===== src/rtl/division_pkg.sv =====
// Shared types and constants for the divider issue queue.
// Operand words are packed {dividend, divisor}; results are {quotient, remainder}.
package division_pkg;

    typedef enum logic [0:0] {
        StIdle,
        StWait
    } div_state_e;

    localparam int unsigned DIV_W = 8;
    localparam int unsigned OP_W  = 2 * DIV_W;

    localparam logic [DIV_W-1:0] DIV_ERR_CODE = 8'hFF;

    localparam int unsigned QUOT_MSB = 15;
    localparam int unsigned REM_MSB  = 7;

endpackage


===== src/rtl/division_op_fifo.sv =====
// Operand FIFO: DEPTH x WIDTH storage with count-based full/empty.
// Pushes while full and pops while empty are ignored.
module division_op_fifo
    import division_pkg::*;
#(
    parameter int unsigned DEPTH = 4,
    parameter int unsigned WIDTH = OP_W
) (
    input  logic                   clk,
    input  logic                   reset,
    input  logic                   push,
    input  logic [WIDTH-1:0]       wdata,
    input  logic                   pop,
    output logic [WIDTH-1:0]       rdata,
    output logic                   full,
    output logic                   empty,
    output logic [$clog2(DEPTH):0] count
);

    localparam int unsigned PtrW = $clog2(DEPTH);
    localparam int unsigned CntW = PtrW + 1;

    logic [WIDTH-1:0] mem_q [DEPTH];
    logic [PtrW-1:0]  wptr_q, rptr_q;
    logic [CntW-1:0]  count_q;
    logic             push_en, pop_en;

    assign full    = (count_q == CntW'(DEPTH));
    assign empty   = (count_q == '0);
    assign count   = count_q;
    assign rdata   = mem_q[rptr_q];
    assign push_en = push && !full;
    assign pop_en  = pop && !empty;

    always_ff @(posedge clk) begin
        if (!reset) begin
            wptr_q  <= '0;
            rptr_q  <= '0;
            count_q <= '0;
        end else begin
            // Pointers wrap naturally because DEPTH is a power of two.
            if (push_en) wptr_q <= wptr_q + PtrW'(1);
            if (pop_en)  rptr_q <= rptr_q + PtrW'(1);
            if (push_en && !pop_en) begin
                count_q <= count_q + CntW'(1);
            end else if (!push_en && pop_en) begin
                count_q <= count_q - CntW'(1);
            end
        end
    end

    always_ff @(posedge clk) begin
        if (push_en) mem_q[wptr_q] <= wdata;
    end

endmodule


===== src/rtl/division_issue_queue.sv =====
// Feeds the non-pipelined 8-bit divider from an operand FIFO, one op in flight,
// with a timeout watchdog and a ready/valid result register.
module division_issue_queue
    import division_pkg::*;
#(
    parameter int unsigned DEPTH   = 4,
    parameter int unsigned TIMEOUT = 32
) (
    input  logic             clk,
    input  logic             reset,
    input  logic             in_valid,
    output logic             in_ready,
    input  logic [DIV_W-1:0] in_a,
    input  logic [DIV_W-1:0] in_b,
    output logic             div_rst,
    output logic             div_start,
    output logic [DIV_W-1:0] div_a,
    output logic [DIV_W-1:0] div_b,
    input  logic             div_valid,
    input  logic [OP_W-1:0]  div_p,
    output logic             out_valid,
    input  logic             out_ready,
    output logic [DIV_W-1:0] out_quot,
    output logic [DIV_W-1:0] out_rem,
    output logic             out_err_dz,
    output logic             out_err_to,
    output logic             busy
);

    localparam int unsigned TimerW = $clog2(TIMEOUT);

    div_state_e       state_q, state_d;
    logic [TimerW-1:0] timer_q, timer_d;
    logic             dz_q, dz_d;
    logic             div_start_q, div_start_d;
    logic [DIV_W-1:0] div_a_q, div_a_d, div_b_q, div_b_d;
    logic             out_valid_q, out_valid_d;
    logic [DIV_W-1:0] out_quot_q, out_quot_d, out_rem_q, out_rem_d;
    logic             err_dz_q, err_dz_d, err_to_q, err_to_d;

    logic             fifo_pop, fifo_full, fifo_empty;
    logic [OP_W-1:0]  fifo_rdata;
    logic [$clog2(DEPTH):0] fifo_count;

    division_op_fifo #(
        .DEPTH (DEPTH),
        .WIDTH (OP_W)
    ) u_fifo (
        .clk   (clk),
        .reset (reset),
        .push  (in_valid),
        .wdata ({in_a, in_b}),
        .pop   (fifo_pop),
        .rdata (fifo_rdata),
        .full  (fifo_full),
        .empty (fifo_empty),
        .count (fifo_count)
    );

    always_comb begin
        state_d     = state_q;
        timer_d     = timer_q;
        dz_d        = dz_q;
        div_start_d = 1'b0;
        div_a_d     = div_a_q;
        div_b_d     = div_b_q;
        out_valid_d = out_valid_q;
        out_quot_d  = out_quot_q;
        out_rem_d   = out_rem_q;
        err_dz_d    = err_dz_q;
        err_to_d    = err_to_q;
        fifo_pop    = 1'b0;

        if (out_valid_q && out_ready) out_valid_d = 1'b0;

        unique case (state_q)
            StIdle: begin
                // A held result blocks issue, so backpressure accumulates in the FIFO.
                if (!fifo_empty && !out_valid_q) begin
                    fifo_pop    = 1'b1;
                    div_a_d     = fifo_rdata[QUOT_MSB -: DIV_W];
                    div_b_d     = fifo_rdata[REM_MSB -: DIV_W];
                    dz_d        = (fifo_rdata[REM_MSB -: DIV_W] == '0);
                    div_start_d = 1'b1;
                    timer_d     = '0;
                    state_d     = StWait;
                end
            end
            StWait: begin
                timer_d = timer_q + TimerW'(1);
                if (div_valid) begin
                    out_quot_d  = div_p[QUOT_MSB -: DIV_W];
                    out_rem_d   = div_p[REM_MSB -: DIV_W];
                    err_dz_d    = dz_q;
                    err_to_d    = 1'b0;
                    out_valid_d = 1'b1;
                    state_d     = StIdle;
                end else if (timer_q == TimerW'(TIMEOUT - 1)) begin
                    out_quot_d  = DIV_ERR_CODE;
                    out_rem_d   = DIV_ERR_CODE;
                    err_dz_d    = dz_q;
                    err_to_d    = 1'b1;
                    out_valid_d = 1'b1;
                    state_d     = StIdle;
                end
            end
            default: state_d = StIdle;
        endcase
    end

    always_ff @(posedge clk) begin
        if (!reset) begin
            state_q     <= StIdle;
            timer_q     <= '0;
            dz_q        <= 1'b0;
            div_start_q <= 1'b0;
            div_a_q     <= '0;
            div_b_q     <= '0;
            out_valid_q <= 1'b0;
            out_quot_q  <= '0;
            out_rem_q   <= '0;
            err_dz_q    <= 1'b0;
            err_to_q    <= 1'b0;
        end else begin
            state_q     <= state_d;
            timer_q     <= timer_d;
            dz_q        <= dz_d;
            div_start_q <= div_start_d;
            div_a_q     <= div_a_d;
            div_b_q     <= div_b_d;
            out_valid_q <= out_valid_d;
            out_quot_q  <= out_quot_d;
            out_rem_q   <= out_rem_d;
            err_dz_q    <= err_dz_d;
            err_to_q    <= err_to_d;
        end
    end

    assign in_ready   = !fifo_full;
    assign div_rst    = !reset;
    assign div_start  = div_start_q;
    assign div_a      = div_a_q;
    assign div_b      = div_b_q;
    assign out_valid  = out_valid_q;
    assign out_quot   = out_quot_q;
    assign out_rem    = out_rem_q;
    assign out_err_dz = err_dz_q;
    assign out_err_to = err_to_q;
    assign busy       = (state_q != StIdle) || !fifo_empty;

endmodule

===== config.mk =====
export PLATFORM = sky130hd
export DESIGN_NAME = division_issue_queue
export DESIGN_NICKNAME = d
export VERILOG_FILES = /design/src/rtl/division_pkg.sv /design/src/rtl/division_op_fifo.sv /design/src/rtl/division_issue_queue.sv
export SDC_FILE = /design/constraint.sdc
export NUM_CORES = 1
export LEC_CHECK = 0
export CAP_MARGIN = 20
export CELL_PAD_IN_SITES_DETAIL_PLACEMENT = 2
export CELL_PAD_IN_SITES_GLOBAL_PLACEMENT = 2
export CORE_MARGIN = 3
export CORE_UTILIZATION = 36
export CTS_CLUSTER_DIAMETER = 30
export DETAILED_ROUTE_END_ITERATION = 16
export GPL_TIMING_DRIVEN = 1
export PLACE_DENSITY_LB_ADDON = 0.1
export RECOVER_POWER = 50
export SLEW_MARGIN = 20
export SYNTH_ARGS = -nofsm -noshare
export SYNTH_HDL_FRONTEND = slang
export SYNTH_SLANG_ARGS = --single-unit

===== constraint.sdc =====
create_clock -name clk -period 2.6 [get_ports clk]
set_input_delay 0.39 -clock clk [delete_from_list [all_inputs] [get_ports clk]]
set_output_delay 0.39 -clock clk [all_outputs]
set_load 0.02 [all_outputs]

==> results by group <==
Run status
  • Status: finished, final reports clean

Worst setup path
  • Critical path endpoint: u_fifo.mem_q[2][9]
  • CP endpoint kind: flip-flop
  • WP data arrival: 2.36 ns
  • Reg2Reg Launch Point: u_fifo.count[0]
  • Worst R2R End: u_fifo.mem_q[2][9]
  • Critical path required time: 2.63 ns
  • Critical Path Slowest Stage Cell: clkbuf_1
  • CP peak stage delay: 0.78 ns
  • Flop-to-flop setup slack: 0.27 ns
  • Critical Path, Cell by Cell: nor2_1, a21boi_0, clkbuf_2, and2_1, clkbuf_1
  • CP Launch Type: flip-flop
  • Crit-path max FO: 16
  • WS Path Type: reg -> reg
  • Path depth of the worst reg2reg path: 5
  • Origin of the worst setup path: u_fifo.count[0]

Final layout
  • # diodes: 0
  • Most common cell after layout, fill and taps aside: edfxtp_1
  • Total Nets Final: 442
  • Fin area: 0.00590 mm²
  • Most frequent cells in the layout: 64 x edfxtp_1, 56 x clkdlybuf4s50_1, 52 x dfxtp_1
  • Share of cells above drive strength 1: 15.2%
  • P&R area growth vs syn: 36.1%

Route
  • Routed length per placed instance: 18.5 µm
  • Vias per inst: 5.05
  • Drt total wl: 10,200 µm
  • Number of DRC markers in iteration 0: 98
  • Post-DRT Antenna Nets: 0
  • First drt pass iteration count: 5
  • Drt drc: 0
  • Vias after detailed routing: 2,785

Timing
  • Fmax: 429 MHz
  • Worst rel slew slack: 29.9%
  • Worst-margin pin slew: 1.05 ns
  • Final hold viol count: 0
  • Final period util: 89.7%
  • Final slew viol count: 0
  • Setup violators final: 0
  • Final Skew: 0.0113 ns
  • Unrepaired setup endpoints after global routing: false
  • Final TNS setup: 0 ns
  • Tmin final: 2.33 ns

Floorplanning
  • Die ar.: 0.0134 mm²
  • Core Area: 0.0116 mm²
  • Top Ports: 76
  • Core Rows: 39
  • Die Ht: 116 µm
  • Die W: 116 µm
  • Starting Density: 37.4%

Clocking
  • H-tree depth: 4
  • Clk Latency, worst-skew pair: 0.41 ns
  • Post-CTS sizing: 0
  • Num Clock Sinks: 116
  • Root buffer cell: clkbuf_16
  • Total setup buffers inserted after CTS: 0
  • Cts bufs inserted: 17
  • Clock Pin Slew Worst Setup and Hold Paths: 0.05 ns
  • CTS tree: built
  • Clock buffer depth: 2
  • Hold-fix buffers at CTS: 0

GRT
  • Tot GR Track Use: 16.7%
  • Gr busiest metal: met2
  • First-pass GRT wire length: 16,500 µm
  • Largest net degree at the start of global routing: 44
  • Vias in the first global route: 3,001
  • Met1 global-route usage: 20.6%
  • Initial antenna violation count: 0
  • Global Route met3 Usage: 5.33%
  • Met2 usage: 27.7%
  • Gr ovfl total: 0

Synthesis
  • Synth area leaders: edfxtp_1 44%, dfxtp_1 24%, mux4_2 6.2%, nand2_1 3.1%, a21oi_1 2.7%
  • Syn_area_per_cell: 14.2 µm²
  • YS warnings: 0
  • Synth Cell Area: 0.00434 mm²
  • #FFs+latches synth: 116
  • Biggest area consumer among synthesized cells: edfxtp_1
  • Distinct cells, synth: 38
  • Syn nets: 351
  • Main synth FF type: edfxtp_1
  • Post-synthesis sequential area ratio: 68.3%
  • Mapped Cells: 306
  • Post-synth EDFFs: 64
  • Area fraction of the dominant cell type after synthesis: 44.3%
  • Asr flop ratio synth: 0%

Power
  • Net Switching: 1.91 mW
  • Switching Share: 28.8%
  • Power share of the clock group: 37.2%
  • Comb pwr share: 26.1%
  • Seq pwr share: 36.7%
  • Power per Cell Area: 1120 mW/mm²
  • Leak Pwr: 2.09 nW
  • Peak VDD IR: 0.000585 V
  • Int Pwr: 4.72 mW

Place
  • I/O Buffers: 75
  • Global placement routability congestion: 0.712
  • Placed inst area: 0.00529 mm²
  • Post-DP HPWL: 6680 µm

Hold path
  • Worst Hold Class: reg -> reg

Run
  • Max-Cap Viols: 0
-- area by class of cell --
| class | count | area [µm²] |
|---|---|---|
| clock buffer | 21 | 440 |
| clock inverter | 10 | 181 |
| fill | 1130 | 5710 |
| inverter | 7 | 26.3 |
| multi-input combinational | 166 | 1270 |
| sequential | 116 | 2960 |
| tap | 143 | 179 |
| timing repair buffer | 89 | 847 |
-- stage by stage --
stage                     utilization (%)  setup slack (ns)  power [mW]  hold WS, ns  instances
final                                50.8             0.268        6.63        0.462        552
after global routing                 50.8            0.0595        7.01        0.493        552
after CTS                            50.9             0.275        6.76        0.468        552
after detailed placement             45.6             0.139        4.24        0.455        521
after global placement               45.6             0.283        4.17        0.446        521
after floorplan                         -             0.259        3.49        0.436        306
-- power by group through the flow --
stage                     clock, mW  combinational, mW  sequential [mW]
after floorplan                   0              0.897             2.59
after global placement            0               1.71             2.46
after detailed placement          0               1.77             2.48
after CTS                      2.52               1.79             2.44
after global routing           2.62               1.92             2.47
final                          2.47               1.73             2.43
-- state kept, by name (all words and copies together) (netlist names), 3 cells and up, named ones only --
| register | count |
|---|---|
| div_b | 8 |
| u_fifo.count | 3 |
| u_fifo.mem_q | 64 |
| out_rem | 8 |
| timer_q | 5 |
| out_quot | 8 |
| div_a | 8 |
-- kinds of logic (layout without fill, tap and decap cells) --
family | Yosys count | after routing | synth area share, %
DFF | 116 | 116 | 68.3
and+or+nand+nor | 87 | 87 | 9.55
AOI/OAI and AO/OA | 47 | 47 | 6.78
buffers and inverters | 24 | 127 | 2.51
muxes | 20 | 20 | 9.58
adders and majority gates | 8 | 8 | 2.48
xor gates and xnor gates | 4 | 4 | 0.808
-- worst max-delay path, delay by kind of cell (launching register included) --
family	cells	cell delay, ns
AOI/OAI and AO/OA	1	0.30
and+or+nand+nor	2	0.22
DFF	1	0.41
buffers and inverters	2	1.02
-- cell usage after synthesis, drive strengths merged (2+ instances only) --
| cell | number |
|---|---|
| a21oi | 23 |
| a22oi | 2 |
| and2 | 4 |
| buf | 6 |
| clkbuf | 11 |
| dfxtp | 52 |
| edfxtp | 64 |
| ha | 7 |
| inv | 6 |
| mux2i | 4 |
| mux4 | 16 |
| nand2 | 36 |
| nand3 | 2 |
| nand3b | 10 |
| nor2 | 23 |
| nor3 | 3 |
| nor4 | 2 |
| o21ai | 12 |
| o221a | 7 |
| or3 | 2 |
| xnor2 | 2 |
| xor2 | 2 |
-- layer usage --
layer,vias to the layer above,wire length [µm]
met5,-,0
met1,1391,4390
li1,1305,-
met4,0,150
met3,15,539
met2,74,5120
-- worst min path at each step --
stage | startpoint | cells past startpoint | slack, ns | to
CTS | div_b[6] | 2 | 0.47 | div_b[6]
floorplan | dz_q | 2 | 0.44 | dz_q
global placement | div_a[1] | 2 | 0.45 | div_a[1]
global route | div_a[2] | 2 | 0.49 | div_a[2]
finish | div_b[6] | 2 | 0.46 | div_b[6]
detailed placement | div_b[6] | 2 | 0.45 | div_b[6]
Note: power is estimated with default switching activity, not from simulation.
